==> src/rtl/aquila_mem_arbiter_if.sv <==
// Bundle of the I-cache, D-cache and memory-side signals of the Aquila line-fill arbiter.
// Signal suffixes are relative to the arbiter: _i enters the arbiter, _o leaves it.
// The slave modport is the arbiter's view; the master modport is the view of the
// surrounding caches and memory model that drive and observe it.
interface aquila_mem_arbiter_if #(
   parameter int ADDR_WIDTH = 32,
   parameter int LINE_WIDTH = 256
);
   logic                  icache_strobe_i;
   logic [ADDR_WIDTH-1:0] icache_addr_i;
   logic                  icache_done_o;
   logic [LINE_WIDTH-1:0] icache_data_o;

   logic                  dcache_strobe_i;
   logic [ADDR_WIDTH-1:0] dcache_addr_i;
   logic                  dcache_rw_i;
   logic [LINE_WIDTH-1:0] dcache_data_i;
   logic                  dcache_done_o;
   logic [LINE_WIDTH-1:0] dcache_data_o;

   logic                  mem_strobe_o;
   logic [ADDR_WIDTH-1:0] mem_addr_o;
   logic                  mem_rw_o;
   logic [LINE_WIDTH-1:0] mem_data_o;
   logic                  mem_done_i;
   logic [LINE_WIDTH-1:0] mem_data_i;

   logic                  timeout_o;

   modport slave (
      input  icache_strobe_i, icache_addr_i,
      output icache_done_o, icache_data_o,
      input  dcache_strobe_i, dcache_addr_i, dcache_rw_i, dcache_data_i,
      output dcache_done_o, dcache_data_o,
      output mem_strobe_o, mem_addr_o, mem_rw_o, mem_data_o,
      input  mem_done_i, mem_data_i,
      output timeout_o
   );

   modport master (
      output icache_strobe_i, icache_addr_i,
      input  icache_done_o, icache_data_o,
      output dcache_strobe_i, dcache_addr_i, dcache_rw_i, dcache_data_i,
      input  dcache_done_o, dcache_data_o,
      input  mem_strobe_o, mem_addr_o, mem_rw_o, mem_data_o,
      output mem_done_i, mem_data_i,
      input  timeout_o
   );
endinterface

==> src/rtl/aquila_mem_arbiter.sv <==
// Two-master line-fill arbiter: the I-cache (read-only) and D-cache (read/write)
// share one 256-bit memory port. Each master may hold one outstanding request,
// one memory transaction is in flight at a time, ties alternate round-robin,
// and an optional watchdog forces completion when memory never answers.
module aquila_mem_arbiter #(
   parameter int ADDR_WIDTH = 32,
   parameter int LINE_WIDTH = 256,
   parameter int TIMEOUT    = 0
) (
   input logic                  clk_i,
   input logic                  rst_i,
   aquila_mem_arbiter_if.slave  bus
);

   typedef enum logic [1:0] {
      IDLE = 2'd0,
      WAIT = 2'd1,
      RESP = 2'd2
   } state_t;

   localparam int CNT_W = (TIMEOUT > 0) ? $clog2(TIMEOUT + 1) : 1;
   localparam logic [CNT_W-1:0] CNT_MAX = CNT_W'(TIMEOUT);

   state_t                state_q, state_d;

   logic                  iPend_q, iPend_d;
   logic [ADDR_WIDTH-1:0] iAddr_q, iAddr_d;
   logic                  dPend_q, dPend_d;
   logic [ADDR_WIDTH-1:0] dAddr_q, dAddr_d;
   logic                  dRw_q, dRw_d;
   logic [LINE_WIDTH-1:0] dWdata_q, dWdata_d;

   // lastGrant_q doubles as the owner of the transaction in flight (0 = I, 1 = D)
   logic                  lastGrant_q, lastGrant_d;

   logic                  memStrobe_q, memStrobe_d;
   logic [ADDR_WIDTH-1:0] memAddr_q, memAddr_d;
   logic                  memRw_q, memRw_d;
   logic [LINE_WIDTH-1:0] memData_q, memData_d;

   logic [LINE_WIDTH-1:0] iData_q, iData_d;
   logic [LINE_WIDTH-1:0] dData_q, dData_d;

   logic                  timeout_q, timeout_d;
   logic [CNT_W-1:0]      cnt_q, cnt_d;

   logic                  iRelease;
   logic                  dRelease;
   logic                  iCand;
   logic                  dCand;
   logic                  grantD;
   logic [ADDR_WIDTH-1:0] iReqAddr;
   logic [ADDR_WIDTH-1:0] dReqAddr;
   logic                  dReqRw;
   logic [LINE_WIDTH-1:0] dReqData;

   // Request view seen by the arbiter: a pending request wins, otherwise a same-cycle
   // strobe bypasses the pending register so an idle arbiter grants without delay.
   always_comb begin
      iRelease = (state_q == RESP) && !lastGrant_q;
      dRelease = (state_q == RESP) && lastGrant_q;
      iCand    = iPend_q || bus.icache_strobe_i;
      dCand    = dPend_q || bus.dcache_strobe_i;
      iReqAddr = iPend_q ? iAddr_q : bus.icache_addr_i;
      dReqAddr = dPend_q ? dAddr_q : bus.dcache_addr_i;
      dReqRw   = dPend_q ? dRw_q : bus.dcache_rw_i;
      dReqData = dPend_q ? dWdata_q : bus.dcache_data_i;
      // with both waiting, serve the master opposite the previous grant
      grantD   = dCand && (!iCand || !lastGrant_q);
   end

   // Next-state logic for the FSM, the pending slots, the memory request registers,
   // the response data registers and the watchdog.
   always_comb begin
      state_d     = state_q;
      iPend_d     = iPend_q;
      iAddr_d     = iAddr_q;
      dPend_d     = dPend_q;
      dAddr_d     = dAddr_q;
      dRw_d       = dRw_q;
      dWdata_d    = dWdata_q;
      lastGrant_d = lastGrant_q;
      memStrobe_d = 1'b0;
      memAddr_d   = memAddr_q;
      memRw_d     = memRw_q;
      memData_d   = memData_q;
      iData_d     = iData_q;
      dData_d     = dData_q;
      timeout_d   = timeout_q;
      cnt_d       = cnt_q;

      // the slot being answered frees up this cycle, so a strobe now refills it
      if (iRelease) begin
         iPend_d = 1'b0;
      end
      if (dRelease) begin
         dPend_d = 1'b0;
      end
      if (bus.icache_strobe_i && (!iPend_q || iRelease)) begin
         iPend_d = 1'b1;
         iAddr_d = bus.icache_addr_i;
      end
      if (bus.dcache_strobe_i && (!dPend_q || dRelease)) begin
         dPend_d  = 1'b1;
         dAddr_d  = bus.dcache_addr_i;
         dRw_d    = bus.dcache_rw_i;
         dWdata_d = bus.dcache_data_i;
      end

      case (state_q)
         IDLE: begin
            cnt_d = '0;
            if (iCand || dCand) begin
               memStrobe_d = 1'b1;
               lastGrant_d = grantD;
               state_d     = WAIT;
               if (grantD) begin
                  memAddr_d = dReqAddr;
                  memRw_d   = dReqRw;
                  memData_d = dReqData;
               end else begin
                  memAddr_d = iReqAddr;
                  memRw_d   = 1'b0;
                  memData_d = '0;
               end
            end
         end
         WAIT: begin
            // the strobe cycle is the entry cycle and restarts the watchdog
            if (memStrobe_q) begin
               cnt_d = '0;
            end else if (TIMEOUT != 0) begin
               cnt_d = cnt_q + 1'b1;
            end
            if (bus.mem_done_i) begin
               state_d = RESP;
               if (!lastGrant_q) begin
                  iData_d = bus.mem_data_i;
               end else if (!memRw_q) begin
                  dData_d = bus.mem_data_i;
               end
            end else if ((TIMEOUT != 0) && !memStrobe_q && (cnt_q == CNT_MAX)) begin
               timeout_d = 1'b1;
               state_d   = RESP;
            end
         end
         RESP: begin
            state_d = IDLE;
         end
         default: begin
            state_d = IDLE;
         end
      endcase
   end

   // State registers; reset drops any in-flight work and zeroes every output.
   always_ff @(posedge clk_i or posedge rst_i) begin
      if (rst_i) begin
         state_q     <= IDLE;
         iPend_q     <= 1'b0;
         iAddr_q     <= '0;
         dPend_q     <= 1'b0;
         dAddr_q     <= '0;
         dRw_q       <= 1'b0;
         dWdata_q    <= '0;
         lastGrant_q <= 1'b1;
         memStrobe_q <= 1'b0;
         memAddr_q   <= '0;
         memRw_q     <= 1'b0;
         memData_q   <= '0;
         iData_q     <= '0;
         dData_q     <= '0;
         timeout_q   <= 1'b0;
         cnt_q       <= '0;
      end else begin
         state_q     <= state_d;
         iPend_q     <= iPend_d;
         iAddr_q     <= iAddr_d;
         dPend_q     <= dPend_d;
         dAddr_q     <= dAddr_d;
         dRw_q       <= dRw_d;
         dWdata_q    <= dWdata_d;
         lastGrant_q <= lastGrant_d;
         memStrobe_q <= memStrobe_d;
         memAddr_q   <= memAddr_d;
         memRw_q     <= memRw_d;
         memData_q   <= memData_d;
         iData_q     <= iData_d;
         dData_q     <= dData_d;
         timeout_q   <= timeout_d;
         cnt_q       <= cnt_d;
      end
   end

   // Completion pulses come straight from the RESP state and its owner, so the two
   // dones can never coincide.
   always_comb begin
      bus.icache_done_o = (state_q == RESP) && !lastGrant_q;
      bus.dcache_done_o = (state_q == RESP) && lastGrant_q;
      bus.icache_data_o = iData_q;
      bus.dcache_data_o = dData_q;
      bus.mem_strobe_o  = memStrobe_q;
      bus.mem_addr_o    = memAddr_q;
      bus.mem_rw_o      = memRw_q;
      bus.mem_data_o    = memData_q;
      bus.timeout_o     = timeout_q;
   end

endmodule

==> src/flat_wrapper.sv <==
// flat-port wrapper written by rule: the top's interface ports become plain ports
module aquila_mem_arbiter_flat 
#(
   parameter int ADDR_WIDTH = 32,
   parameter int LINE_WIDTH = 256,
   parameter int TIMEOUT    = 0
)
  (clk_i, rst_i, bus_icache_strobe_i, bus_icache_addr_i, bus_icache_done_o, bus_icache_data_o, bus_dcache_strobe_i, bus_dcache_addr_i, bus_dcache_rw_i, bus_dcache_data_i, bus_dcache_done_o, bus_dcache_data_o, bus_mem_strobe_o, bus_mem_addr_o, bus_mem_rw_o, bus_mem_data_o, bus_mem_done_i, bus_mem_data_i, bus_timeout_o);
  aquila_mem_arbiter_if #(.ADDR_WIDTH(ADDR_WIDTH), .LINE_WIDTH(LINE_WIDTH)) bus_i ();
  input logic clk_i;
  input logic rst_i;
  input wire logic [$bits(bus_i.icache_strobe_i)-1:0] bus_icache_strobe_i;
  input wire logic [$bits(bus_i.icache_addr_i)-1:0] bus_icache_addr_i;
  output wire logic [$bits(bus_i.icache_done_o)-1:0] bus_icache_done_o;
  output wire logic [$bits(bus_i.icache_data_o)-1:0] bus_icache_data_o;
  input wire logic [$bits(bus_i.dcache_strobe_i)-1:0] bus_dcache_strobe_i;
  input wire logic [$bits(bus_i.dcache_addr_i)-1:0] bus_dcache_addr_i;
  input wire logic [$bits(bus_i.dcache_rw_i)-1:0] bus_dcache_rw_i;
  input wire logic [$bits(bus_i.dcache_data_i)-1:0] bus_dcache_data_i;
  output wire logic [$bits(bus_i.dcache_done_o)-1:0] bus_dcache_done_o;
  output wire logic [$bits(bus_i.dcache_data_o)-1:0] bus_dcache_data_o;
  output wire logic [$bits(bus_i.mem_strobe_o)-1:0] bus_mem_strobe_o;
  output wire logic [$bits(bus_i.mem_addr_o)-1:0] bus_mem_addr_o;
  output wire logic [$bits(bus_i.mem_rw_o)-1:0] bus_mem_rw_o;
  output wire logic [$bits(bus_i.mem_data_o)-1:0] bus_mem_data_o;
  input wire logic [$bits(bus_i.mem_done_i)-1:0] bus_mem_done_i;
  input wire logic [$bits(bus_i.mem_data_i)-1:0] bus_mem_data_i;
  output wire logic [$bits(bus_i.timeout_o)-1:0] bus_timeout_o;
  assign bus_i.icache_strobe_i = bus_icache_strobe_i;
  assign bus_i.icache_addr_i = bus_icache_addr_i;
  assign bus_icache_done_o = bus_i.icache_done_o;
  assign bus_icache_data_o = bus_i.icache_data_o;
  assign bus_i.dcache_strobe_i = bus_dcache_strobe_i;
  assign bus_i.dcache_addr_i = bus_dcache_addr_i;
  assign bus_i.dcache_rw_i = bus_dcache_rw_i;
  assign bus_i.dcache_data_i = bus_dcache_data_i;
  assign bus_dcache_done_o = bus_i.dcache_done_o;
  assign bus_dcache_data_o = bus_i.dcache_data_o;
  assign bus_mem_strobe_o = bus_i.mem_strobe_o;
  assign bus_mem_addr_o = bus_i.mem_addr_o;
  assign bus_mem_rw_o = bus_i.mem_rw_o;
  assign bus_mem_data_o = bus_i.mem_data_o;
  assign bus_i.mem_done_i = bus_mem_done_i;
  assign bus_i.mem_data_i = bus_mem_data_i;
  assign bus_timeout_o = bus_i.timeout_o;
  aquila_mem_arbiter #(.ADDR_WIDTH(ADDR_WIDTH), .LINE_WIDTH(LINE_WIDTH), .TIMEOUT(TIMEOUT)) u_core (.clk_i(clk_i), .rst_i(rst_i), .bus(bus_i));
endmodule
==> config.mk <==
export PLATFORM = sky130hd
export DESIGN_NAME = aquila_mem_arbiter_flat
export DESIGN_NICKNAME = d
export VERILOG_FILES = /design/src/rtl/aquila_mem_arbiter_if.sv /design/src/rtl/aquila_mem_arbiter.sv /design/src/flat_wrapper.sv
export SDC_FILE = /design/constraint.sdc
export NUM_CORES = 2
export LEC_CHECK = 0
export ABC_AREA = 1
export CORE_AREA = 2 2 536 538
export CTS_CLUSTER_SIZE = 12
export DETAILED_ROUTE_END_ITERATION = 12
export DIE_AREA = 0 0 538 540
export GPL_TIMING_DRIVEN = 0
export SLEW_MARGIN = 20
export SYNTH_ARGS = -nofsm -noshare
export SYNTH_HDL_FRONTEND = slang
export SYNTH_SLANG_ARGS = --single-unit
==> constraint.sdc <==
create_clock -name clk_i -period 83.7 [get_ports clk_i]
set_input_delay 16.74 -clock clk_i [delete_from_list [all_inputs] [get_ports clk_i]]
set_output_delay 16.74 -clock clk_i [all_outputs]
set_load 0.02 [all_outputs]
Word level (Yosys, flattened, before mapping)
Index checks and enable logic that the tools add are counted.
- eq/ne operators: 4
- mux-type cells: 16
- bitwise logic cells: 2
- reduce and logical (&&, ||, !) cells: 22
- operators by type and width (operator ; number):
    two-way mux 256 bit ; 2
    two-way mux 32 bit ; 3
    two-way mux 1 bit ; 8
    logical OR 1 bit ; 6
    logical AND 1 bit ; 5
    zero test 1 bit ; 4
    two-way mux 2 bit ; 2
    one-hot mux 2 bit (2 select lines) ; 1
    AND reduction 2 bit ; 2
    AND reduction 4 bit ; 1
    nonzero test 2 bit ; 2
    AND reduction 3 bit ; 1
    equality test 2 x 1 -> 1 bit, second input constant ; 1
    equality test 2 bit, second input constant ; 1
    zero test 2 bit ; 1
    inequality test 2 x 1 -> 1 bit, second input constant ; 1
    inequality test 2 bit, second input constant ; 1
    NOT 1 bit ; 2
- register bits: 1128
- bits of input ports: 582
- output and inout port bits: 805
- logic and storage cells: 58

Depth between registers and ports, before layout
- depth in word-level cells: 5
- gate-level depth with buffers: 9
- mapped depth without buffers: 7

Worst setup path after synthesis
Ideal clock, no wire load.
- path type: input port to flip-flop
- start point: in bus_icache_strobe_i
- end point: reg u_core.memAddr_q[10] (netlist: u_core.bus.mem_addr_o[10])
- library setup time: 0.118 ns
- arrival: 17.932 ns
- required time: 83.582 ns
- slack: 65.650 ns
- stages: 8
- buffers on the path: 4
- cell sequence: buf_2 -> o21ai_0 -> buf_2 -> buf_2 -> clkbuf_1 -> nand3_1 -> nand3_1 -> nand2_1
- cells in the longest elaborated chain, start to end: 5
- elaborated cells on any way between the ends: 7
- classes of those cells: mux (1); reduce/logical (6)
- ends and longest elaborated chain (what ; line ; RTL):
    start: declaration ; flat_wrapper.sv:12 ; input wire logic [$bits(bus_i.icache_strobe_i)-1:0] bus_icache_strobe_i;
    logical OR 1 bit * ; aquila_mem_arbiter.sv:62 ; iCand = iPend_q || bus.icache_strobe_i;
    zero test 1 bit ; aquila_mem_arbiter.sv:69 ; grantD = dCand && (!iCand || !lastGrant_q);
    logical OR 1 bit ; aquila_mem_arbiter.sv:69 ;
    logical AND 1 bit ; aquila_mem_arbiter.sv:69 ;
    two-way mux 32 bit ; aquila_mem_arbiter.sv:117 ; if (grantD) begin
    end signal: assignment ; aquila_mem_arbiter.sv:185 ; memAddr_q <= memAddr_d;
    end: declaration ; aquila_mem_arbiter.sv:37 ; logic [ADDR_WIDTH-1:0] memAddr_q, memAddr_d;
Every way passes the cells marked *; elsewhere a longest branch is shown, timed or not.
A chain may end at the register's enable or synchronous reset.

Worst setup path in the final report
- start point: reg u_core.lastGrant_q
- end point: out bus_dcache_done_o
- cells in the longest elaborated chain, start to end: 1
- ends and longest elaborated chain (what ; line ; RTL):
    start: declaration ; aquila_mem_arbiter.sv:34 ; logic lastGrant_q, lastGrant_d;
    start signal: assignment ; aquila_mem_arbiter.sv:183 ; lastGrant_q <= lastGrant_d;
    logical AND 1 bit ; aquila_mem_arbiter.sv:199 ; bus.dcache_done_o = (state_q == RESP) && lastGrant_q;
    end: declaration ; flat_wrapper.sv:20 ; output wire logic [$bits(bus_i.dcache_done_o)-1:0] bus_dcache_done_o;
Every way passes these cells.

==> impl_metrics.tcl <==
set metrics [dict create \
    clock_sinks 1128 \
    tightest_slew_ps 1200 \
    grt.busiest_layer "met2" \
    placement.io_buffers 1384 \
    ctsResizeCount 0 \
    rsz0062_at_grt "no" \
    vias 49496 \
    finalCriticalPeriod_ps 19870 \
    post_cts_buffers 0 \
    peakVddDrop_mv 0.0187 \
    nets 8218 \
    drive_gt1_share_pct 4.59 \
    setup_violations 0 \
    met1_usage_pct 22.3 \
    met3_usage_pct 7.44 \
    met2_usage_pct 31.5 \
    clk_path_buf_depth 4 \
    holdWs_ps 468 \
    end_kind "output port" \
    dieArea_um2 291000 \
    synth_cells 6093 \
    drt-initial-drc-count 4627 \
    ant_nets 0 \
    grt_first_pass_wirelength_um 397000 \
    path_class "flop to output port" \
    layout_common_cells "2928 x nand2_1, 1384 x clkdlybuf4s50_1, 1127 x dfrtp_1, 898 x nand3_1, 547 x o21ai_0" \
    via_per_inst 4.27 \
    area_delta_synth_final_pct 48.7 \
    holdCritPathClass "flop to flop" \
    ys_seq_area_share_pct 57.8 \
    drv_cap 0 \
    powerDensity_nw_per_um2 41.9 \
    cp_max_fo 10 \
    insertion_delay_ps 810 \
    start_kind "flop" \
    syn_nets 6675 \
    syn_avg_cell_area_um2 8.02 \
    setup-tns-final_ps 0 \
    cts_htree_levels 4 \
    dieWidth_um 538 \
    dp.cells 11253 \
    routed_wl_um 296000 \
    skew_ps 42.0 \
    pin_count 1387 \
    max-slew-margin-rel_pct 20.2 \
    finalNonFillerCells 11598 \
    clkTransAtPathRegs_ps 60 \
    grt_max_degree 98 \
    hold_viol 0 \
    route.detailed.drc 0 \
    cts_tree "built" \
    cts_hold_buf 0 \
    track_usage_pct 19.6 \
    first_pass_iters 7 \
    ys_warn_count 0 \
    fmax_mhz 50.3 \
    period_share_pct 23.7 \
    overflow 0 \
    synthDistinctLibCells 19 \
    initial_core_util_pct 17.2 \
    coreArea_um2 284000 \
    clockRootBuffer "clkbuf_16" \
    wl_per_cell_um 25.5 \
    synth-seq-cells 1128 \
    fillCellCount 31100 \
    antenna_found_initial 124 \
    hpwl_um 240000 \
    grt_pass1_vias 47807 \
    gp_congestion 1.01 \
    cp.required_ps 66960 \
    slew_violations 0 \
    utilization_pct 25.5 \
    die_height_um 540 \
    layout_commonest_cell "nand2_1" \
    syn_area_um2 48900 \
    leakagePower_uw 0.0341 \
    outcome "finished clean" \
    cp.arrival_ps 3130 \
    cts_made_buffers 143 \
    rows 196 \
]
==> area by class of cell <==
type | count | area [um^2] | area share (%)
Buffer | 476 | 1980 | 2.73
Tap cell | 3762 | 4710 | 6.48
Antenna cell | 96 | 240 | 0.331
Inverter | 104 | 398 | 0.548
Sequential cell | 1128 | 28200 | 38.9
Clock inverter | 41 | 457 | 0.629
Clock buffer | 208 | 4120 | 5.66
Multi-Input combinational cell | 4385 | 18300 | 25.2
Timing Repair Buffer | 1398 | 14200 | 19.6
==> critical path: stages (launching register included) <==
cell and delay [ps]:
dfstp_2 600, inv_2 290, clkbuf_2 500, nor2_1 200, clkdlybuf4s50_1 710
==> synth_stat cells, drive strengths merged <==
cell type	count	area [um^2]
o21ai	549	2750
or2	1	6.26
dfrtp	1127	28200
o31ai	1	7.51
clkinv	1	3.75
inv	103	387
nor2	6	25.0
conb	1	3.75
clkbuf	353	1330
dfstp	1	26.3
nand3	898	4490
nand2	2928	11000
a21oi	1	8.76
buf	123	638
==> worst paths after layout <==
path                                startpoint                             to  slack (ps)  cells past startpoint
setup / recovery            u_core.lastGrant_q              bus_dcache_done_o       63830                      4
hold / removal             u_core.dWdata_q[32]            u_core.dWdata_q[32]         470                      2
setup reg to reg             u_core.state_q[1]  u_core.bus.icache_data_o[109]       80080                      7
hold reg to reg            u_core.dWdata_q[32]            u_core.dWdata_q[32]         470                      2
max in group asynchronous                rst_i           u_core.dWdata_q[151]       65150                      5
min in group asynchronous                rst_i      u_core.bus.mem_data_o[52]       16500                      2
==> per-layer routing <==
layer	wire length, um	vias to the layer above
met4	16900	28
met2	136000	2307
met3	32000	524
met1	110000	23986
met5	161	-
li1	-	22651
==> cells by family (layout without fill, tap and decap cells) <==
logic type,after synthesis,after routing,synth area share (%)
compound gates,551,551,5.66
buf+inv,580,2227,4.82
flops,1128,1128,57.8
other cells,1,97,0.00767
simple gates,3833,3833,31.8
==> where the power goes <==
part	total, uW	switching (uW)	internal [uW]
clock network	624	267	357
logic	1490	978	509
registers	932	153	779
total	3040	1400	1650
==> flip-flops by register name, summed over array words and instances (netlist names), 2 cells and up <==
name                      flops
u_core.bus.dcache_data_o    256
u_core.bus.icache_data_o    256
u_core.bus.mem_data_o       256
u_core.dWdata_q             256
u_core.bus.mem_addr_o        32
u_core.dAddr_q               32
u_core.iAddr_q               32
u_core.state_q                2
==> metrics by stage <==
step                      area, um^2  power, uW  setup WS, ps
after CTS                      72400       3060         63510
after global routing           72600       3230         63600
after global placement         67400       2420         18770
final                          72700       3040         63830
after floorplan                48900       1640         35200
after detailed placement       67800       2430         63070
No activity file was read; power rests on OpenSTA's default activity.
